**config.mk**
```make
export PLATFORM = sky130hd
export DESIGN_NAME = alu_result_stage
export DESIGN_NICKNAME = d
export VERILOG_FILES = /design/src/rtl/alu_result_stage.sv
export SDC_FILE = /design/constraint.sdc
export NUM_CORES = 1
export LEC_CHECK = 0
export CAP_MARGIN = 40
export CELL_PAD_IN_SITES_DETAIL_PLACEMENT = 0
export CELL_PAD_IN_SITES_GLOBAL_PLACEMENT = 2
export CORE_AREA = 2 2 171 123
export CTS_CLUSTER_DIAMETER = 100
export DETAILED_ROUTE_END_ITERATION = 10
export DIE_AREA = 0 0 173 125
export MAX_ROUTING_LAYER = met4
export PLACE_DENSITY = 0.78
export SETUP_SLACK_MARGIN = 0.05
export SYNTH_ARGS = -nofsm -noshare
export SYNTH_HDL_FRONTEND = slang
export SYNTH_SLANG_ARGS = --single-unit
```
**constraint.sdc**
```tcl
create_clock -name clk -period 3 [get_ports clk]
set_input_delay 0.9 -clock clk [delete_from_list [all_inputs] [get_ports clk]]
set_output_delay 0.9 -clock clk [all_outputs]
set_load 0.03 [all_outputs]
```
**src/rtl/alu_result_stage.sv**
```systemverilog
`timescale 1ns/1ps
`default_nettype none
// ============================================================================
//  Module   : alu_result_stage
//  Purpose  : Execute-to-writeback stage behind the integer ALU. Each ALU
//             result is captured with its destination register into a
//             2-entry skid FIFO. Results leave in order toward the
//             register-file writeback port. A combinational forwarding
//             lookup exposes results that are still in flight.
//  Ports    : clk, rst (async, active-high), flush (sync)
//             in_valid/in_ready/in_result/in_rd/in_rd_we    - ALU side
//             out_valid/out_ready/out_result/out_rd/out_rd_we - writeback
//             fwd_rs -> fwd_hit/fwd_data                     - bypass lookup
//             stat_accepted/stat_stall                       - counters
//  Options  : ALU_RESULT_STAGE_STATS_EN enables the two statistics counters.
//             When it is undefined, both stat ports read as zero.
//  Revision : 1.0 - initial release
// ============================================================================
module alu_result_stage #(
   parameter int REG_LEN = 32,
   parameter int RD_W    = 5,
   parameter int DEPTH   = 2
) (
   input  logic               clk,
   input  logic               rst,
   input  logic               flush,
   input  logic               in_valid,
   output logic               in_ready,
   input  logic [REG_LEN-1:0] in_result,
   input  logic [RD_W-1:0]    in_rd,
   input  logic               in_rd_we,
   output logic               out_valid,
   input  logic               out_ready,
   output logic [REG_LEN-1:0] out_result,
   output logic [RD_W-1:0]    out_rd,
   output logic               out_rd_we,
   input  logic [RD_W-1:0]    fwd_rs,
   output logic               fwd_hit,
   output logic [REG_LEN-1:0] fwd_data,
   output logic [31:0]        stat_accepted,
   output logic [31:0]        stat_stall
);

   // The shift-register organisation below only works for two entries.
   generate
      if (DEPTH != 2) begin : g_depth_check
         $error("alu_result_stage: DEPTH must be 2");
      end
   endgenerate

   logic [1:0]         count;
   logic [REG_LEN-1:0] res0, res1;
   logic [RD_W-1:0]    rd0, rd1;
   logic               we0, we1;

   logic push, pop, new_we, tail_is_0;
   logic hit0, hit1;

   // in_ready comes from registered state and rst only. There is no path from out_ready.
   assign in_ready  = (count != 2'd2) & ~rst;
   assign out_valid = (count != 2'd0);
   assign push      = in_valid & in_ready;
   assign pop       = out_valid & out_ready;

   // A write to x0 is never emitted as a write.
   assign new_we    = in_rd_we & (in_rd != '0);

   // The tail slot is found after any pop in the same cycle has been applied.
   assign tail_is_0 = (count == 2'd0) | ((count == 2'd1) & pop);

   always_ff @(posedge clk or posedge rst) begin
      if (rst) begin
         count <= 2'd0;
         res0  <= '0;
         res1  <= '0;
         rd0   <= '0;
         rd1   <= '0;
         we0   <= 1'b0;
         we1   <= 1'b0;
      end else if (flush) begin
         // A flush discards a push or pop presented in the same cycle.
         count <= 2'd0;
      end else begin
         if (pop) begin
            res0 <= res1;
            rd0  <= rd1;
            we0  <= we1;
         end
         // Placed after the shift, so that a push into slot 0 overrides it.
         if (push) begin
            if (tail_is_0) begin
               res0 <= in_result;
               rd0  <= in_rd;
               we0  <= new_we;
            end else begin
               res1 <= in_result;
               rd1  <= in_rd;
               we1  <= new_we;
            end
         end
         case ({push, pop})
            2'b10:   count <= count + 2'd1;
            2'b01:   count <= count - 2'd1;
            default: count <= count;
         endcase
      end
   end

   // The head is masked to zero when the buffer is empty, so stale data is never visible.
   assign out_result = out_valid ? res0 : '0;
   assign out_rd     = out_valid ? rd0  : '0;
   assign out_rd_we  = out_valid & we0;

   // Forwarding: entry 1 is younger than entry 0, so entry 1 wins.
   assign hit0 = out_valid & we0 & (rd0 == fwd_rs) & (fwd_rs != '0);
   assign hit1 = (count == 2'd2) & we1 & (rd1 == fwd_rs) & (fwd_rs != '0);

   always_comb begin
      fwd_hit  = 1'b0;
      fwd_data = '0;
      if (hit1) begin
         fwd_hit  = 1'b1;
         fwd_data = res1;
      end else if (hit0) begin
         fwd_hit  = 1'b1;
         fwd_data = res0;
      end
   end

`ifdef ALU_RESULT_STAGE_STATS_EN
   logic [31:0] accepted_cnt;
   logic [31:0] stall_cnt;

   // Only rst clears these counters; a flush does not. A push dropped by a flush is not counted.
   always_ff @(posedge clk or posedge rst) begin
      if (rst) begin
         accepted_cnt <= 32'd0;
         stall_cnt    <= 32'd0;
      end else begin
         if (push & ~flush) begin
            accepted_cnt <= accepted_cnt + 32'd1;
         end
         if (out_valid & ~out_ready) begin
            stall_cnt <= stall_cnt + 32'd1;
         end
      end
   end

   assign stat_accepted = accepted_cnt;
   assign stat_stall    = stall_cnt;
`else
   assign stat_accepted = 32'd0;
   assign stat_stall    = 32'd0;
`endif

endmodule
`default_nettype wire

```
# After elaboration in Yosys (flattened, before gate mapping)
# Index checks and enable logic that the tools add are counted.
[totals]
input_bits = 48
mem_bits_ro = 0
word_cells = 54
latch_bits = 0
ramBits = 0
register_bits = 78
memories = 0
output_inout_bits = 137
[classes]
n_mul = 0
bitwise = 15
muxes = 17
shifts = 0
eq_ne = 7
reduce_logical = 6
div = 0
add_sub_neg = 2
n_lt_le_gt_ge = 0
[op_table]
columns = ["operator", "n"]
rows = [
  ["$mux 32", 6],
  ["$mux 5", 4],
  ["$and 1x1->1", 11],
  ["$eq 5x5->1", 2],
  ["$reduce_bool 5->1", 2],
  ["$mux 1", 5],
  ["$eq 2x1->1 const B", 2],
  ["$eq 2x2->1 const B", 2],
  ["$pmux 2 s2", 1],
  ["$not 1->1", 3],
  ["$reduce_and 3->1", 1],
  ["$reduce_bool 3->1", 1],
  ["$add 2x1->2 const B", 1],
  ["$logic_not 2->1", 1],
  ["$mux 2", 1],
  ["$ne 2x2->1 const B", 1],
  ["$reduce_bool 2->1", 1],
  ["$sub 2x1->2 const B", 1],
  ["$or 1x1->1", 1],
]

# Logic depth before layout (Yosys ltp)
[depth]
word_depth = 6
mapped_depth = 8
mapped_depth_nobuf = 6

# Least setup slack after synthesis
# Ideal clock, no wire load.
[synth_path]
kind = "input -> output"
from = "in fwd_rs[1]"
to = "out fwd_data[16]"
arrival_ps = 2307
n_path_buf = 1
cell_stages = 5
path_slack_ps = -207
required_time_ps = 2100
cell_sequence = "nor2b_1 > a2111oi_4 > nand4_2 > buf_6 > mux2i_1"
[synth_between]
elab_chain_cells = 5
elab_cells_between_ends = 9
classes_between = "eq/ne: 2; mux: 2; bitwise: 4; reduce/logical: 1"
[synth_rtl]
columns = ["element", "line", "source"]
rows = [
  ["start, declared", "37", "input logic [RD_W-1:0] fwd_rs,"],
  ["$eq 5x5->1", "115", "assign hit0 = out_valid & we0 & (rd0 == fwd_rs) & (fwd_rs != '0);"],
  ["$and 1x1->1 (2 in a row)", "115", ""],
  ["$mux 32", "124", "end else if (hit0) begin"],
  ["$mux 32 (*)", "121", "if (hit1) begin"],
  ["end, declared", "39", "output logic [REG_LEN-1:0] fwd_data,"],
]
# Mark *: on every way between the ends. The rest lies on a longest branch, timed or not.

# Worst setup path in the final report
[layout_path]
from = "in fwd_rs[1]"
to = "out fwd_data[2]"
# The elaborated chain is that of the path after synthesis.

==> impl_results.md <==
* Avg WL per Cell at 16.8 µm
* Worst VDD drop at 0.337 mV
* CTS Buffer Depth at 2
* Reg-to-Reg Start: count[1]$_DFFE_PP0P_
* Final hold slack at 0.535 ns
* RSZ-0062 raised after global routing: yes
* Adder-Cell Fraction of Synth Area at 0.00761
* CTS H-tree lvls at 3
* Post-synthesis xor/xnor area fraction at 0.0160
* Final setup vio count at 33
* Die Ht at 125 µm
* Crit. End Element: output pin
* Starting Density at 0.245
* Cell taking the most area after synthesis: dfrtp_1
* # diodes at 0
* Final TNS setup at -11.33 ns
* CP Launch Type: input pin
* Failing checks: negative setup slack
* Worst min-delay path class: reg2reg
* Final hold vios at 0
* Most frequent cells in the layout: 78 x dfrtp_1, 76 x nor2b_1, 64 x conb_1
* Number of synthesis warnings at 0
* Number of placed instances, taps included at 854
* Via count at 3864
* GRT Total Usage at 0.145
* PD cells at 772 nW/µm²
* Io pins at 185
* Iter 0 DRT Violations at 147
* Final Max Slew Viols at 0
* Die Wd at 173 µm
* Routed Antenna Nets at 0
* Share of layout cells above drive strength 1 at 0.331
* Largest net degree at the start of global routing at 79
* Mapped cell area at 4930 µm²
* Area Growth Syn to Fin at 47.6%
* Post-cts hold buffer count at 0
* CP max FO at 5
* Most common cell after layout, fill and taps aside: dfrtp_1
* Crit Path Category: in2out
* Clock Tree Root: clkbuf_16
* Final cell count without fillers at 889
* CTS tree: built
* Vias/cell at 4.35
* Clock Skew at 0.00799 ns
* Synth cell types at 36
* Vias in the first global route at 4013
* Post-synth top area share at 0.396
* Clock power share at 0.200
* Routability cong. at 0.771
* Sw Share at 0.386
* Drt pass-1 iters at 5
* Hold wc startpoint: res1[4]$_DFFE_PP0P_
* Sw power at 2.17 mW
* Clk sink count at 78
* Post-DP HPWL at 9580 µm
* Static leakage at 3.57 nW
* Synth Area in Compound Gates at 0.0959
* Core area at 20100 µm²
* First-pass GRT wire length at 23300 µm
* DP Worst Slack at -1.29 ns
* Max Cap Viol at 0
* Critical Path AT at 2.50 ns
* DR DRC count at 0
* Main combinational cell family by area after synthesis: multiplexers
* Initial antenna violation count at 0
* Worst skew pair latency at 0.34 ns
* Total gr overflow at 0
* # port buffers at 120
* Sequential power share at 0.341
* Minimum clock period at 3.40 ns
* Final worst path period share at 1.13
* Syn Area/Cell at 11.0 µm²
* TritonCTS buffer count at 9
* Yosys reg bits at 78
* FMAX at 294 MHz
* Critical Path Start: fwd_rs[1]
* Nets@finish at 659
* Die area at 21600 µm²
* Synth area leaders: dfrtp_1 40%, buf_4 10%, nor2b_1 9.8%
* Sequential share of the synthesized area at 0.396
* Mapped Cells at 450
* Setup ws final at -0.405 ns
* Row Count at 44
* Post-Synth Simple-Gate Area at 0.167
* Status: finished, violations left
* Comb pwr share at 0.460
* Internal at 3.45 mW
* Multiplexer share of the synthesized area at 0.179
* CP required at 2.10 ns
* CTS clk-pin slew, worst paths at 0.06 ns
* Final wirelength at 15000 µm
[area by class of cell]
cell class,instances,area [µm²]
Tap cell,276,345
Clock inverter,4,55.1
Fill cell,2071,12900
Clock buffer,12,246
Timing Repair Buffer,176,1910
Sequential cell,78,1950
Multi-Input combinational cell,329,2700
Inverter,14,61.3
[final timing paths]
kind | cells past startpoint | slack (ns) | end
max in group asynchronous | 3 | 1.55 | rd1[3]$_DFFE_PP0P_
max | 9 | -0.40 | fwd_data[2]
max reg2reg | 9 | 0.68 | res0[11]$_DFFE_PP0N_
min | 1 | 0.53 | res0[4]$_DFFE_PP0N_
min reg2reg | 1 | 0.53 | res0[4]$_DFFE_PP0N_
min in group asynchronous | 3 | 1.04 | res1[1]$_DFFE_PP0P_
[power by group through the flow]
stage / sequential [mW] / combinational [mW] / clock [mW]
global route: 1.97 / 2.79 / 1.21
CTS: 1.90 / 2.60 / 1.17
global placement: 1.88 / 2.47 / 0
finish: 1.91 / 2.58 / 1.12
floorplan: 1.79 / 1.69 / 0
detailed placement: 1.90 / 2.53 / 0
[state kept, by name, summed over array words and instances (netlist names)]
register / count
res0: 32
rd0: 5
we1: 1
res1: 32
rd1: 5
count: 2
we0: 1
[layer usage]
layer	track usage	share of wire	up-vias
met1	0.190	0.47	1963
met2	0.228	0.47	123
met4	0.0339	0.010	0
met3	0.0328	0.047	12
met5	-	0	-
li1	-	-	1766
[through the flow]
step | instance area, µm² | total power, mW | util
finish | 7280 | 5.62 | 0.361
global route | 7280 | 5.97 | 0.361
CTS | 7250 | 5.67 | 0.360
detailed placement | 6540 | 4.44 | 0.325
global placement | 6540 | 4.35 | 0.325
floorplan | 5250 | 3.48 | -
[cells in the mapped netlist]
| cell | instances |
|---|---|
| buf_6 | 3 |
| or3_1 | 1 |
| or4_1 | 1 |
| clkbuf_1 | 13 |
| o211ai_1 | 1 |
| nor3b_1 | 1 |
| nand4_1 | 3 |
| a211oi_1 | 2 |
| nor2b_1 | 77 |
| a222oi_1 | 1 |
| nor3_2 | 1 |
| nor4_2 | 1 |
| buf_2 | 10 |
| nor2_1 | 5 |
| o21ai_0 | 2 |
| buf_4 | 66 |
| a2111oi_0 | 1 |
| nand2_1 | 10 |
| mux2_2 | 41 |
| nand4_2 | 1 |
| a221o_1 | 37 |
| xnor2_1 | 2 |
| inv_1 | 14 |
| conb_1 | 1 |
| mux2i_1 | 3 |
| and3_1 | 29 |
| a2111oi_4 | 1 |
| nand2b_1 | 2 |
| xor2_1 | 7 |
| mux2_4 | 26 |
| nor3_1 | 1 |
| nand4bb_1 | 1 |
| ha_1 | 3 |
| dfrtp_1 | 78 |
| o221ai_1 | 1 |
| a21oi_1 | 3 |
[critical path, stage by stage]
cell and delay [ns]:
buf_12 0.11, nor2b_4 0.12, a2111oi_4 0.33, nand4_4 0.14, buf_12 0.15, buf_12 0.13, buf_12 0.14, mux2_4 0.31
buf_6 0.14
[logic make-up after synthesis]
group | Yosys count
DFF | 78
xor gates and xnor gates | 9
buffers and inverters | 106
other | 1
muxes | 70
adders and majority gates | 3
AOI/OAI and AO/OA | 49
and+or+nand+nor | 134
[timing repair]
item / 4_1_cts / 5_1_grt
resized for setup: 297 / 5
buffers inserted: 9 / 4
pin swaps: 8 / 3
endpoints found under the setup margin: 72 / 33
cloned: 7 / 0
Power figures use the tool's default switching activity.
